$ cat src/rtl/seg7_scan_driver.sv
// rtl/seg7_scan_driver.sv - 4-digit hex history with multiplexed common-anode 7-segment scan
// Optional build macro: SEG7_LEADING_ZERO_BLANK_EN (blank leading-zero digits above digit 0).
module seg7_scan_driver #(
    parameter int REFRESH_DIV = 100000
) (
    input  logic       clk,
    input  logic       rst,
    input  logic [3:0] value,
    input  logic       value_valid,
    input  logic [3:0] dp_mask,
    output logic [6:0] seg,
    output logic [3:0] an,
    output logic       dp
);
    localparam int PW = (REFRESH_DIV > 1) ? $clog2(REFRESH_DIV) : 1;
    localparam logic [PW-1:0] PRESC_LAST = PW'(REFRESH_DIV - 1);

    logic [3:0]    d [4];
    logic [1:0]    idx;
    logic [PW-1:0] presc;
    logic          blank;

    function automatic logic [6:0] hex_decode(input logic [3:0] n);
        case (n)
            4'h0: hex_decode = 7'b1000000;
            4'h1: hex_decode = 7'b1111001;
            4'h2: hex_decode = 7'b0100100;
            4'h3: hex_decode = 7'b0110000;
            4'h4: hex_decode = 7'b0011001;
            4'h5: hex_decode = 7'b0010010;
            4'h6: hex_decode = 7'b0000010;
            4'h7: hex_decode = 7'b1111000;
            4'h8: hex_decode = 7'b0000000;
            4'h9: hex_decode = 7'b0010000;
            4'hA: hex_decode = 7'b0001000;
            4'hB: hex_decode = 7'b0000011;
            4'hC: hex_decode = 7'b1000110;
            4'hD: hex_decode = 7'b0100001;
            4'hE: hex_decode = 7'b0000110;
            default: hex_decode = 7'b0001110;
        endcase
    endfunction

`ifdef SEG7_LEADING_ZERO_BLANK_EN
    // A digit is a leading zero when it and every more significant digit are zero.
    always_comb begin
        blank = 1'b0;
        case (idx)
            2'd3: blank = (d[3] == 4'h0);
            2'd2: blank = (d[3] == 4'h0) && (d[2] == 4'h0);
            2'd1: blank = (d[3] == 4'h0) && (d[2] == 4'h0) && (d[1] == 4'h0);
            default: blank = 1'b0;
        endcase
    end
`else
    always_comb begin
        blank = 1'b0;
    end
`endif

    always_ff @(posedge clk) begin
        if (rst) begin
            for (int i = 0; i < 4; i++) d[i] <= 4'h0;
            idx   <= 2'd0;
            presc <= '0;
            an    <= 4'b1111;
            seg   <= 7'b1111111;
            dp    <= 1'b1;
        end else begin
            if (value_valid) begin
                d[3] <= d[2];
                d[2] <= d[1];
                d[1] <= d[0];
                d[0] <= value;
            end
            if (presc == PRESC_LAST) begin
                presc <= '0;
                idx   <= idx + 2'd1;
            end else begin
                presc <= presc + 1'b1;
            end
            // Outputs are loaded from the pre-edge index and digits, so they lag by one cycle.
            an  <= ~(4'b0001 << idx);
            seg <= blank ? 7'b1111111 : hex_decode(d[idx]);
            dp  <= ~dp_mask[idx];
        end
    end
endmodule

$ cat config.mk
export PLATFORM = sky130hd
export DESIGN_NAME = seg7_scan_driver
export DESIGN_NICKNAME = d
export VERILOG_FILES = /design/src/rtl/seg7_scan_driver.sv
export SDC_FILE = /design/constraint.sdc
export NUM_CORES = 1
export LEC_CHECK = 0
export BUFFER_PORTS_ARGS = -buffer_cell sky130_fd_sc_hd__buf_2
export CAP_MARGIN = 20
export CORE_AREA = 10 10 98 100
export DETAILED_ROUTE_END_ITERATION = 8
export DIE_AREA = 0 0 108 110
export PLACE_DENSITY_LB_ADDON = 0.1
export SKIP_CTS_REPAIR_TIMING = 1
export SLEW_MARGIN = 5
export SYNTH_ARGS = -nofsm -noshare
export SYNTH_HDL_FRONTEND = slang
export SYNTH_SLANG_ARGS = --single-unit
$ cat constraint.sdc
create_clock -name clk -period 2.73 [get_ports clk]
set_input_delay 0.1365 -clock clk [delete_from_list [all_inputs] [get_ports clk]]
set_output_delay 0.1365 -clock clk [all_outputs]
set_load 0.01 [all_outputs]
==> flow_summary.yaml <==
power:
  power_uw: 1400
  p_per_area_nw_per_um2: 553
  peakVddDrop_mv: 0.170
  p_leak_uw: 0.000940
synth:
  ys_seq_elements: 49
  yosysMostFrequentCell: "dfxtp_1"
  netlist.top_cell.by_area: "dfxtp_1"
  syn_area_um2: 2230
  synth_cell_types: 47
  synth_area_leaders: "dfxtp_1 30%, edfxtp_1 22%, ha_1 6.2%"
  synth_async_sr_flop_share_pct: 0
  syn_area_per_cell_um2: 11.3
  synthTopCellsByCount: "33 x dfxtp_1, 16 x and2_1, 16 x edfxtp_1"
  ys_seq_area_share_pct: 51.1
  syn_nets: 219
  synth_edf_count: 16
  synth_top_area_share_pct: 29.6
  syn_inst: 197
  ys_warn_count: 0
  synthFlopType: "dfxtp_1"
sta:
  final.min_clock_period_ns: 2.11
  max_slew_margin_pct: 43.6
  clock.fmax_ghz: 0.475
  finalCritPeriodShare_pct: 77.2
  maxSlewViolCount: 0
  finalClockSkew_ns: 0.00794
  layout_setup_ws_ns: 0.623
  hold_violations: 0
  fin_tns_setup_ns: 0
  rsz0062_at_grt: "false"
  setup_viol: 0
  tightest_slew_ns: 0.844
global_routing:
  grtUsageTotal_pct: 7.20
  antenna_found_initial: 0
  grt_pass1_vias: 1439
  gr-total-overflow: 0
  grt_pass1_wl_um: 6890
  grt_start_max_net_pins: 18
route:
  finalWirelength_um: 4110
  ant_nets: 0
  via_per_inst: 4.49
  via_count: 1441
  dr.pass1.iters: 4
  first_iter_violations: 39
  drc: 0
  wl_per_cell_um: 12.8
final_layout:
  n_fill_cell: 806
  antenna_cells: 0
  stdcell_count: 321
  fin_nets: 240
  area_growth_pct: 13.0
  drive_above_1_share_pct: 19.6
clocking:
  tritoncts: "built"
  cts_sinks: 49
  htreeDepth: 2
  ctsRootBufferMaster: "clkbuf_8"
  clk_path_buf_depth: 2
  cts_buffers: 5
  clk_pin_slew_ns: 0.09
  clkLatencyLatePin_ns: 0.30
place:
  gp_congestion: 0.739
  placed_cells_incl_taps: 313
  dp_slack_ns: 0.616
  dp_hpwl_um: 2920
  io_buffers: 22
floorplan:
  ios: 23
  start_util_pct: 29.2
  core_um2: 7650
  rows: 32
  dieArea_um2: 11900
  die_h_um: 110
  die_x_um: 108
worst_setup_path:
  crit_path_top_delay_cell: "mux4_1"
  arrival_ns: 2.27
  critical_path_class: "reg -> reg"
  crit_path_end_kind: "flop"
  cp.required_ns: 2.89
  cp_max_fo: 5
  crit_chain: "mux4_1 -> ha_1 -> or2_0 -> a211oi_1 -> a31oi_1"
  cp_num_buf_inv: 0
  critPathTopFamily: "multiplexers"
  slowest_delay_ns: 0.69
  startpoint_type: "flop"
flow_run:
  max_cap_violations: 0
worst_hold_path:
  hold_path.class: "in -> reg"
outcome:
  status: "complete, no violations"
[path summary, 6_finish.rpt]
kind,from,endpoint,slack [ns],depth (start not counted)
max,flop,seg[3]$_SDFF_PP1_,0.62,5
max reg2reg,flop,seg[3]$_SDFF_PP1_,0.62,5
min,rst,idx[0]$_SDFFE_PP0N_,0.09,2
min reg2reg,presc[0]$_SDFF_PP0_,presc[0]$_SDFF_PP0_,0.47,1
[cell usage in the layout, fill, tap and decap left out, types with 4 or more instances in the layout]
cell type and instances:
nor2_1 15, ha_1 11, xor2_1 10, nand3_1 4, and2_1 16, edfxtp_1 16, nand2_1 15, nand4_1 7
clkbuf_8 5, dfxtp_1 33, a21oi_1 6, buf_2 22, inv_1 9
[registers in the layout, summed over array words and instances (netlist names), named ones only]
signal / flops
presc: 17
dp: 1
seg: 7
idx: 2
d: 16
an: 4
[per-layer routing]
metal	vias to the layer above	part of all wire, %	global-route usage [%]
met5	-	0	0
met4	0	1.1	2.58
met3	5	7.1	3.08
met2	28	42	11.3
met1	670	50	8.60
li1	738	-	-
[cell families after synthesis]
logic type / count (synthesis) / share of synthesized area (%)
flops: 49 / 51.1
compound gates: 23 / 7.73
mux: 9 / 7.45
xor+xnor: 12 / 4.70
fa+ha+maj: 11 / 6.16
simple gates: 76 / 19.1
buf+inv: 17 / 3.75
[power by group]
group | internal (µW) | switching, µW | total [µW]
logic | 53.1 | 68.1 | 121
registers | 786 | 12.8 | 799
clock network | 235 | 240 | 475
[cell type report]
type / instances / area, µm² / area share (%)
multi-input combinational: 131 / 1010 / 40.0
timing repair buffer: 22 / 110 / 4.36
tap: 102 / 128 / 5.05
sequential: 49 / 1140 / 45.2
clock inverter: 1 / 5.00 / 0.198
clock buffer: 7 / 97.6 / 3.87
inverter: 9 / 33.8 / 1.34
[worst reg2reg max path: stages (launching register included)]
cell and delay, ns:
dfxtp_1 0.46, mux4_1 0.69, ha_1 0.30, or2_0 0.23, a211oi_1 0.23, a31oi_1 0.06
[metrics by stage]
| stage | cell area (µm²) | hold slack, ns | util, % |
|---|---|---|---|
| after floorplan | 2230 | 0.206 | - |
| after detailed placement | 2420 | 0.417 | 31.7 |
| after CTS | 2520 | 0.0892 | 33.0 |
| final | 2520 | 0.0933 | 33.0 |
| after global placement | 2420 | 0.414 | 31.7 |
| after global routing | 2520 | 0.0963 | 33.0 |
(Power assumes the default switching activity.)
